## config.mk

```make
export PLATFORM = sky130hd
export DESIGN_NAME = bus_cycle_engine
export DESIGN_NICKNAME = d
export VERILOG_FILES = /design/src/rtl/bus_cycle_engine.sv
export SDC_FILE = /design/constraint.sdc
export NUM_CORES = 1
export LEC_CHECK = 0
export ABC_AREA = 1
export BUFFER_PORTS_ARGS = -buffer_cell sky130_fd_sc_hd__buf_2
export CAP_MARGIN = 20
export CORE_ASPECT_RATIO = 0.7
export CORE_UTILIZATION = 35
export DETAILED_ROUTE_END_ITERATION = 8
export GPL_TIMING_DRIVEN = 0
export PLACE_DENSITY = 0.68
export REMOVE_ABC_BUFFERS = 1
export SLEW_MARGIN = 10
export SYNTH_ARGS = -nofsm -noshare
export SYNTH_HDL_FRONTEND = slang
export SYNTH_SLANG_ARGS = --single-unit
export TNS_END_PERCENT = 5
```

## constraint.sdc

```tcl
create_clock -name sys_clk -period 1.8 [get_ports sys_clk]
set_input_delay 0.18 -clock sys_clk [delete_from_list [all_inputs] [get_ports sys_clk]]
set_output_delay 0.18 -clock sys_clk [all_outputs]
set_load 0.005 [all_outputs]
```

## src/rtl/bus_cycle_engine.sv

```systemverilog
// bus_cycle_engine
// Runs one MC-style bus transfer per request. Supported sizes are byte, word and long.
// A long transfer is executed as two word cycles: the high word first, then the low word.
// All bus timing is paced by one-sys_clk strobes that mark the MC clock edges.
//
// Handshake: a req_start pulse is accepted only in IDLE. req_busy is high from the
// next cycle until the cycle that carries the single-cycle req_done pulse.
// req_terminated_normally is updated on every finish and holds until the next one.
//
// Optional feature, macro BERR_TIMEOUT_EN: an 8-bit counter of MC falling edges in
// WAIT_DTACK. On the 255th edge without DTACK the transfer ends as a bus error.
// Without the macro the engine waits for DTACK or BERR indefinitely.
// dbg_state exposes the FSM state for checkers.
module bus_cycle_engine (
  input  logic        sys_clk,
  input  logic        nRST,
  input  logic        mc_clk_rising,
  input  logic        mc_clk_falling,
  input  logic        req_start,
  input  logic [23:0] req_address,
  input  logic [1:0]  req_size,
  input  logic        req_rw,
  input  logic [2:0]  req_fc,
  input  logic [31:0] req_data_write,
  input  logic        dtack_n,
  input  logic        berr_n,
  input  logic [15:0] d_in,
  output logic [22:0] a_out,
  output logic [15:0] d_out,
  output logic [2:0]  fc_out,
  output logic        rnw_out,
  output logic        nas_out,
  output logic        nuds_out,
  output logic        nlds_out,
  output logic        abus_drive,
  output logic        dbus_drive,
  output logic        ctrl_drive,
  output logic [31:0] req_data_read,
  output logic        req_busy,
  output logic        req_done,
  output logic        req_terminated_normally,
  output logic [2:0]  dbg_state
);

  typedef enum logic [2:0] {
    ST_IDLE       = 3'd0,
    ST_WAIT_S0    = 3'd1,
    ST_WAIT_AS    = 3'd2,
    ST_WAIT_DS    = 3'd3,
    ST_WAIT_DTACK = 3'd4,
    ST_LATCH      = 3'd5,
    ST_END        = 3'd6
  } state_t;

  state_t      state_q, state_d;

  // Latched request
  logic [23:0] addr_q, addr_d;
  logic [1:0]  size_q, size_d;
  logic        rw_q, rw_d;
  logic [2:0]  fc_q, fc_d;
  logic [31:0] wdata_q, wdata_d;
  logic        second_q, second_d;   // working on the low word of a long
  logic        err_q, err_d;         // current transfer ended by bus error

  // Bus and status registers
  logic [22:0] a_q, a_d;
  logic [15:0] dout_q, dout_d;
  logic [2:0]  fcout_q, fcout_d;
  logic        rnw_q, rnw_d;
  logic        nas_q, nas_d;
  logic        nuds_q, nuds_d;
  logic        nlds_q, nlds_d;
  logic        abus_q, abus_d;
  logic        dbus_q, dbus_d;
  logic        ctrl_q, ctrl_d;
  logic [31:0] rdata_q, rdata_d;
  logic        busy_q, busy_d;
  logic        done_q, done_d;
  logic        tnorm_q, tnorm_d;

  logic        timeout_hit;

`ifdef BERR_TIMEOUT_EN
  logic [7:0]  tmo_cnt_q, tmo_cnt_d;
  // 254 edges already counted means the current edge is the 255th
  assign timeout_hit = (tmo_cnt_q == 8'd254);
`else
  assign timeout_hit = 1'b0;
`endif

  // Derived transfer attributes
  logic        is_byte, is_long;
  logic [22:0] word_addr;      // A23..A1 of the word currently being transferred
  logic        sel_uds, sel_lds;
  logic [15:0] wr_word;
  logic [31:0] rd_merge;

  assign is_byte   = (size_q == 2'd0);
  assign is_long   = (size_q == 2'd2);
  // address + 2 with 24-bit wrap leaves A0 untouched and increments A23..A1
  assign word_addr = second_q ? (addr_q[23:1] + 23'd1) : addr_q[23:1];
  assign sel_uds   = !is_byte || !addr_q[0];
  assign sel_lds   = !is_byte ||  addr_q[0];

  // Byte writes replicate the byte so it is valid on whichever lane is strobed
  assign wr_word = is_byte ? {wdata_q[7:0], wdata_q[7:0]} :
                   (is_long && !second_q) ? wdata_q[31:16] : wdata_q[15:0];

  // Merge the captured bus word into the read-data register
  always_comb begin
    rd_merge = {16'd0, d_in};
    if (is_byte) begin
      rd_merge = {24'd0, (addr_q[0] ? d_in[7:0] : d_in[15:8])};
    end else if (is_long) begin
      rd_merge = second_q ? {rdata_q[31:16], d_in} : {d_in, rdata_q[15:0]};
    end
  end

  // Next-state and register update logic
  always_comb begin
    state_d  = state_q;
    addr_d   = addr_q;
    size_d   = size_q;
    rw_d     = rw_q;
    fc_d     = fc_q;
    wdata_d  = wdata_q;
    second_d = second_q;
    err_d    = err_q;
    a_d      = a_q;
    dout_d   = dout_q;
    fcout_d  = fcout_q;
    rnw_d    = rnw_q;
    nas_d    = nas_q;
    nuds_d   = nuds_q;
    nlds_d   = nlds_q;
    abus_d   = abus_q;
    dbus_d   = dbus_q;
    ctrl_d   = ctrl_q;
    rdata_d  = rdata_q;
    busy_d   = busy_q;
    done_d   = 1'b0;
    tnorm_d  = tnorm_q;
`ifdef BERR_TIMEOUT_EN
    tmo_cnt_d = tmo_cnt_q;
`endif

    case (state_q)
      ST_IDLE: begin
        if (req_start) begin
          addr_d   = req_address;
          size_d   = req_size;
          rw_d     = req_rw;
          fc_d     = req_fc;
          wdata_d  = req_data_write;
          second_d = 1'b0;
          err_d    = 1'b0;
          busy_d   = 1'b1;
          state_d  = ST_WAIT_S0;
        end
      end

      ST_WAIT_S0: begin
        if (mc_clk_rising) begin
          a_d     = word_addr;
          fcout_d = fc_q;
          rnw_d   = rw_q;
          abus_d  = 1'b1;
          ctrl_d  = 1'b1;
          state_d = ST_WAIT_AS;
        end
      end

      ST_WAIT_AS: begin
        if (mc_clk_falling) begin
          nas_d = 1'b0;
          if (rw_q) begin
            nuds_d  = !sel_uds;
            nlds_d  = !sel_lds;
            state_d = ST_WAIT_DTACK;
`ifdef BERR_TIMEOUT_EN
            tmo_cnt_d = 8'd0;
`endif
          end else begin
            dbus_d  = 1'b1;
            dout_d  = wr_word;
            state_d = ST_WAIT_DS;
          end
        end
      end

      ST_WAIT_DS: begin
        if (mc_clk_falling) begin
          nuds_d  = !sel_uds;
          nlds_d  = !sel_lds;
          state_d = ST_WAIT_DTACK;
`ifdef BERR_TIMEOUT_EN
          tmo_cnt_d = 8'd0;
`endif
        end
      end

      ST_WAIT_DTACK: begin
        if (mc_clk_falling) begin
          if (!berr_n || (dtack_n && timeout_hit)) begin
            err_d   = 1'b1;
            nas_d   = 1'b1;
            nuds_d  = 1'b1;
            nlds_d  = 1'b1;
            state_d = ST_END;
          end else if (!dtack_n) begin
            state_d = ST_LATCH;
          end else begin
`ifdef BERR_TIMEOUT_EN
            tmo_cnt_d = tmo_cnt_q + 8'd1;
`endif
          end
        end
      end

      ST_LATCH: begin
        if (mc_clk_falling) begin
          if (rw_q) begin
            rdata_d = rd_merge;
          end
          nas_d   = 1'b1;
          nuds_d  = 1'b1;
          nlds_d  = 1'b1;
          state_d = ST_END;
        end
      end

      ST_END: begin
        if (mc_clk_rising) begin
          dbus_d = 1'b0;
          if (is_long && !second_q && !err_q) begin
            // This rising edge doubles as S0 of the low word: the address is
            // presented here and the engine waits directly for the AS edge.
            second_d = 1'b1;
            a_d      = addr_q[23:1] + 23'd1;
            state_d  = ST_WAIT_AS;
          end else begin
            done_d  = 1'b1;
            busy_d  = 1'b0;
            abus_d  = 1'b0;
            ctrl_d  = 1'b0;
            tnorm_d = !err_q;
            state_d = ST_IDLE;
          end
        end
      end

      default: begin
        state_d = ST_IDLE;
      end
    endcase
  end

  // FSM state register
  always_ff @(posedge sys_clk or negedge nRST) begin
    if (!nRST) begin
      state_q <= ST_IDLE;
    end else begin
      state_q <= state_d;
    end
  end

  // Request, bus and status registers
  always_ff @(posedge sys_clk or negedge nRST) begin
    if (!nRST) begin
      addr_q   <= '0;
      size_q   <= '0;
      rw_q     <= 1'b1;
      fc_q     <= '0;
      wdata_q  <= '0;
      second_q <= 1'b0;
      err_q    <= 1'b0;
      a_q      <= '0;
      dout_q   <= '0;
      fcout_q  <= '0;
      rnw_q    <= 1'b1;
      nas_q    <= 1'b1;
      nuds_q   <= 1'b1;
      nlds_q   <= 1'b1;
      abus_q   <= 1'b0;
      dbus_q   <= 1'b0;
      ctrl_q   <= 1'b0;
      rdata_q  <= '0;
      busy_q   <= 1'b0;
      done_q   <= 1'b0;
      tnorm_q  <= 1'b0;
`ifdef BERR_TIMEOUT_EN
      tmo_cnt_q <= '0;
`endif
    end else begin
      addr_q   <= addr_d;
      size_q   <= size_d;
      rw_q     <= rw_d;
      fc_q     <= fc_d;
      wdata_q  <= wdata_d;
      second_q <= second_d;
      err_q    <= err_d;
      a_q      <= a_d;
      dout_q   <= dout_d;
      fcout_q  <= fcout_d;
      rnw_q    <= rnw_d;
      nas_q    <= nas_d;
      nuds_q   <= nuds_d;
      nlds_q   <= nlds_d;
      abus_q   <= abus_d;
      dbus_q   <= dbus_d;
      ctrl_q   <= ctrl_d;
      rdata_q  <= rdata_d;
      busy_q   <= busy_d;
      done_q   <= done_d;
      tnorm_q  <= tnorm_d;
`ifdef BERR_TIMEOUT_EN
      tmo_cnt_q <= tmo_cnt_d;
`endif
    end
  end

  assign a_out                   = a_q;
  assign d_out                   = dout_q;
  assign fc_out                  = fcout_q;
  assign rnw_out                 = rnw_q;
  assign nas_out                 = nas_q;
  assign nuds_out                = nuds_q;
  assign nlds_out                = nlds_q;
  assign abus_drive              = abus_q;
  assign dbus_drive              = dbus_q;
  assign ctrl_drive              = ctrl_q;
  assign req_data_read           = rdata_q;
  assign req_busy                = busy_q;
  assign req_done                = done_q;
  assign req_terminated_normally = tnorm_q;
  assign dbg_state               = state_q;

endmodule

```

# --- Word-level counts from Yosys, hierarchy flattened ---
# Index checks and enable logic that the tools add are counted.
# Widths: inputs -> output; s select.
totals:
  ff_bits: 150
  output_inout_bits: 87
  elab_cells: 134
classes:
  addsub: 1
  eq_ne: 22
  mux: 54
  bitwise_logic: 2
  reduce_logical: 33
op_table:
  columns: ["operator", "count"]
  rows:
  - ["$mux 32", 3]
  - ["$mux 23", 4]
  - ["$pmux 23 s2", 1]
  - ["$mux 16", 2]
  - ["$reduce_and 4->1", 8]
  - ["$mux 3", 10]
  - ["$ne 2x2->1 const B", 12]
  - ["$add 23x1->23 const B", 1]
  - ["$mux 1", 23]
  - ["$pmux 3 s7", 1]
  - ["$pmux 1 s2", 5]
  - ["$eq 3x3->1 const B", 3]
  - ["$ne 3x3->1 const B", 3]
  - ["$mux 8", 1]
  - ["$pmux 1 s4", 2]
  - ["$reduce_and 8->1", 1]
  - ["$reduce_bool 2->1", 4]
  - ["$reduce_and 7->1", 1]
  - ["$eq 3x2->1 const B", 2]
  - ["$logic_not 1->1", 6]
  - ["$reduce_and 3->1", 2]
  - ["$reduce_and 5->1", 1]
  - ["$reduce_and 2->1", 2]
  - ["$reduce_bool 4->1", 1]
  - ["other kinds (10)", 13]

# --- Depth between registers and ports, before layout ---
logic_depth:
  ltp_word: 7
  ltp_mapped: 10
  ltp_nobuf: 10

# --- Worst setup path before layout ---
# OpenSTA, ideal clock, no wires.
synth_timing:
  path_type: "reg-to-reg"
  startpoint: "reg state_q[1] (netlist: dbg_state[1])"
  endpoint: "reg rdata_q[13] (netlist: req_data_read[13])"
  setup_time_ns: 0.122
  arrival_ns: 1.326
  required_time_ns: 1.678
  slack_ns: 0.352
  path_stages_with_launch: 8
  path_cell_list: "dfrtp_1 -> nor2_4 -> nand4_2 -> nor2_4 -> inv_2 -> buf_2 -> nand2_1 -> o21ai_1"
synth_between:
  elab_chain_len: 2
synth_lines:
  columns: ["item", "line", "text"]
  rows:
  - ["start, declared", "55", "state_t state_q, state_d;"]
  - ["start signal, assigned", "264", "state_q <= state_d;"]
  - ["$eq 3x3->1", "148", "case (state_q)"]
  - ["$reduce_and 4->1 (no line)", null, null]
  - ["end signal, assigned", "313", "rdata_q <= rdata_d;"]
  - ["end, declared", "77", "logic [31:0] rdata_q, rdata_d;"]
# No other way between the ends.
# A chain may end at the register's enable or synchronous reset.

# --- Worst setup path after layout ---
layout_timing:
  startpoint: "reg state_q[2] (netlist: dbg_state[2])"
  endpoint: "reg dout_q[8] (netlist: d_out[8])"
layout_between:
  elab_chain_len: 2
layout_lines:
  columns: ["item", "line", "text"]
  rows:
  - ["$eq 3x2->1", "148", null]
  - ["$reduce_and 3->1 (no line)", null, null]
  - ["end signal, assigned", "304", "dout_q <= dout_d;"]
  - ["end, declared", "68", "logic [15:0] dout_q, dout_d;"]
# No other way between the ends.

==> impl_results.md <==
- Status: completed
- CTS tree: done
- Primary FF master, synth: dfrtp_1
- Drt pass-1 iters: 6
- Slew HR: 57.2%
- CP max stage delay: 0.49 ns
- Synth Instances: 821
- Critical path's top delay family: simple AND/OR/NAND/NOR gates
- Rows: 42
- Overall routed net length: 19.1 mm
- Worst hold path class: primary input to register
- Worst-Margin Slew: 0.642 ns
- Critical Path, Cell by Cell: inv_2 > nand3_1 > nor2_2 > nand2_4 > clkinvlp_4 > nor2_1 > a21oi_1
- Met1 Resource Use GR: 28.7%
- Layout Skew: 0.0102 ns
- Post-synthesis async set-or-reset flop share: 100%
- Die area: 0.0198 mm^2
- Initial antenna violation count: 1
- Met3 Usage GRT: 5.51%
- Starting density of the core: 35.7%
- Clock latency at the later pin of the worst-skew pair: 0.42 ns
- Total gr overflow: 0
- CP Capture Type: register
- # diodes: 0
- I/O Pins: 172
- Leakage: 4.79 nW
- Internal power: 0.00967 W
- Syn Area/Cell: 8.19 um^2
- Global-route usage over all layers: 20.1%
- Pwr/cell area: 1650 mW/mm^2
- Pre-CTS WS: -0.860 ns
- WP data required: 2.14 ns
- Fmax: 589 MHz
- Pins Over Slew Limit: 0
- DR iter-0 viols: 437
- CTS Buf Count: 17
- Startpoint types: register
- # fillers: 1784
- RSZ-0062 raised after global routing: true
- Root Buffer: clkbuf_16
- Vias in the first global route: 6025
- #FFs+latches synth: 150
- Die width: 168 um
- Via density: 4.73
- Count of max-cap constraint violations: 0
- Post-synthesis cell area: 0.00673 mm^2
- RePlAce Congestion: 0.822
- Fin crit period: 1.70 ns
- Number of H-tree levels: 4
- Die Y: 118 um
- Switching share of total power: 37.0%
- Number of port buffers: 171
- Part of the cycle the worst path needs: 94.3%
- Worst path bufs/invs: 2
- WP data arrival: 2.03 ns
- Count of cell types in the netlist: 31
- Most Crowded Layer GR: met2
- Largest net degree at the start of global routing: 80
- Slowest-stage cell, CP: dfrtp_2
- Synth warn: 0
- Worst Setup Path Type: register to register
- Drt wl/cell: 14.6 um
- Worst Path Max Fanout: 27
- Worst VDD drop: 0.000752 V
- Most frequent cells in the layout: nand2_1 (277), buf_2 (170), dfrtp_1 (143)
- Final worst slack: 0.103 ns
- Logic gate share of total power: 35.7%
- Layout net count: 1146
- Finished Cell Area: 0.00929 mm^2
- Post-synth EDFFs: 0
- Clock power frac: 25.7%
- Post-synthesis sequential area ratio: 55.9%
- Net Sw Power: 0.00569 W
- Share of post-route cells with drive strength above 1: 24.3%
- Vias: 6210
- Post-DP HPWL: 12.3 mm
- Clock transition at path regs: 0.06 ns
- Number of remaining DRC errors: 0
- Placed inst area: 0.00783 mm^2
- Fin. Hold Viols: 0
- Max Root-Sink Buffers: 2
- Layout area overhead: 38.1%
- Core footprint: 0.0189 mm^2
- First-pass GRT wire length: 31.1 mm
- Final ANT Viol Nets: 0
- # setup viols final: 0
- Commonest non-fill, non-tap cell in the layout: nand2_1
- Clock sinks: 150
- Part of the power in registers: 38.7%
- Routing usage on met2: 30.0%
-- metal layers --
layer / part of all wire, % / wire length (um) / vias to the layer above
li1: - / - / 3084
met3: 5.8 / 1110 / 19
met1: 50 / 9610 / 2917
met2: 43 / 8220 / 190
met4: 0.98 / 187 / 0
met5: 0 / 0 / -
-- metrics by stage --
| step | hold WS, ns | setup TNS [ns] | utilization [%] | power (W) | cells |
|---|---|---|---|---|---|
| after CTS | 0.00457 | -1.78 | 48.7 | 0.0153 | 1308 |
| after global routing | 0.0198 | -0.0148 | 49.2 | 0.0166 | 1314 |
| after detailed placement | 0.186 | -46.08 | 41.5 | 0.0109 | 1211 |
| after floorplan | -0.116 | -41.86 | - | 0.00872 | 793 |
| after global placement | 0.381 | -402.27 | 40.9 | 0.0107 | 1206 |
| final | 0.0162 | 0 | 49.2 | 0.0154 | 1314 |
-- power groups by stage --
stage / Clock [W] / Sequential [W] / Combinational [W]
global placement: 0 / 0.00591 / 0.00478
CTS: 0.00403 / 0.00592 / 0.00536
global route: 0.00419 / 0.00614 / 0.00625
finish: 0.00394 / 0.00594 / 0.00548
floorplan: 0 / 0.00584 / 0.00289
detailed placement: 0 / 0.00593 / 0.00500
-- registers in the layout, summed over array words and instances (netlist names), 2 cells and up --
| name | cells |
|---|---|
| wdata_q | 32 |
| d_out | 16 |
| req_data_read | 32 |
| addr_q | 24 |
| fc_q | 3 |
| dbg_state | 3 |
| a_out | 23 |
| size_q | 2 |
| fc_out | 3 |
-- layout make-up --
type                            instances  area [um^2]  area share, %
Sequential cell                       150         3760           40.5
Multi-Input combinational cell        542         2510           27.0
Timing Repair Buffer                  246         1660           17.9
Clock buffer                           19          443           4.77
Inverter                              102          398           4.28
Tap cell                              242          303           3.26
Clock inverter                         12          200           2.16
Timing Repair inverter                  1         7.51         0.0808
-- timing repair --
item,4_1_cts,5_1_grt
hold endpoints to repair,123,0
gates cloned,2,1
pin swaps,2,2
setup buffers,6,5
resized for setup,15,14
setup endpoints to repair,119,120
hold buffers,58,0
-- worst reg2reg max path, stage by stage (launching register included) --
cell and delay, ns:
dfrtp_2 0.49, inv_2 0.10, nand3_1 0.16, nor2_2 0.22, nand2_4 0.23, clkinvlp_4 0.24
nor2_1 0.06, a21oi_1 0.12
-- final timing paths --
check,from,endpoint,slack (ns),cells after the start
max in group asynchronous,nRST,req_data_read[5]$_DFFE_PN0P_,0.70,3
max reg2reg,dbg_state[2]$_DFFE_PN0P_,d_out[8]$_DFFE_PN0P_,0.10,7
max,dbg_state[2]$_DFFE_PN0P_,d_out[8]$_DFFE_PN0P_,0.10,7
min,req_address[7],addr_q[7]$_DFFE_PN0P_,0.02,3
min in group asynchronous,nRST,wdata_q[18]$_DFFE_PN0P_,0.30,2
min reg2reg,nas_out$_DFFE_PN1P_,nas_out$_DFFE_PN1P_,0.46,2
-- synth_stat cells, types with 2 or more instances --
library cell / count / share of area, %
nor2_2: 3 / 0.28
nor3_1: 2 / 0.15
inv_1: 94 / 5.2
clkbuf_1: 4 / 0.22
nand2_1: 282 / 16
buf_2: 15 / 1.1
a22oi_1: 6 / 0.67
o22ai_1: 25 / 2.3
nor2_1: 44 / 2.5
nand4_1: 2 / 0.19
dfstp_2: 5 / 2.0
nand2_2: 3 / 0.28
buf_4: 8 / 0.89
o21ai_0: 85 / 6.3
inv_2: 7 / 0.39
nor2_4: 3 / 0.50
dfrtp_1: 145 / 54
xor2_1: 4 / 0.52
a21oi_1: 21 / 1.6
o21ai_1: 7 / 0.52
nand3_1: 46 / 3.4
-- cell families (layout without fill, tap and decap cells) --
logic type	after synthesis	after routing	synth area share [%]
AND/OR/NAND/NOR	388	389	23.4
flip-flops	150	150	55.9
AO/OA/AOI/OAI	148	148	11.9
XOR/XNOR	4	4	0.521
adder cells (fa/ha/maj)	1	1	0.186
buffers and inverters	130	380	8.09
Note: power is estimated with default switching activity, not from simulation.
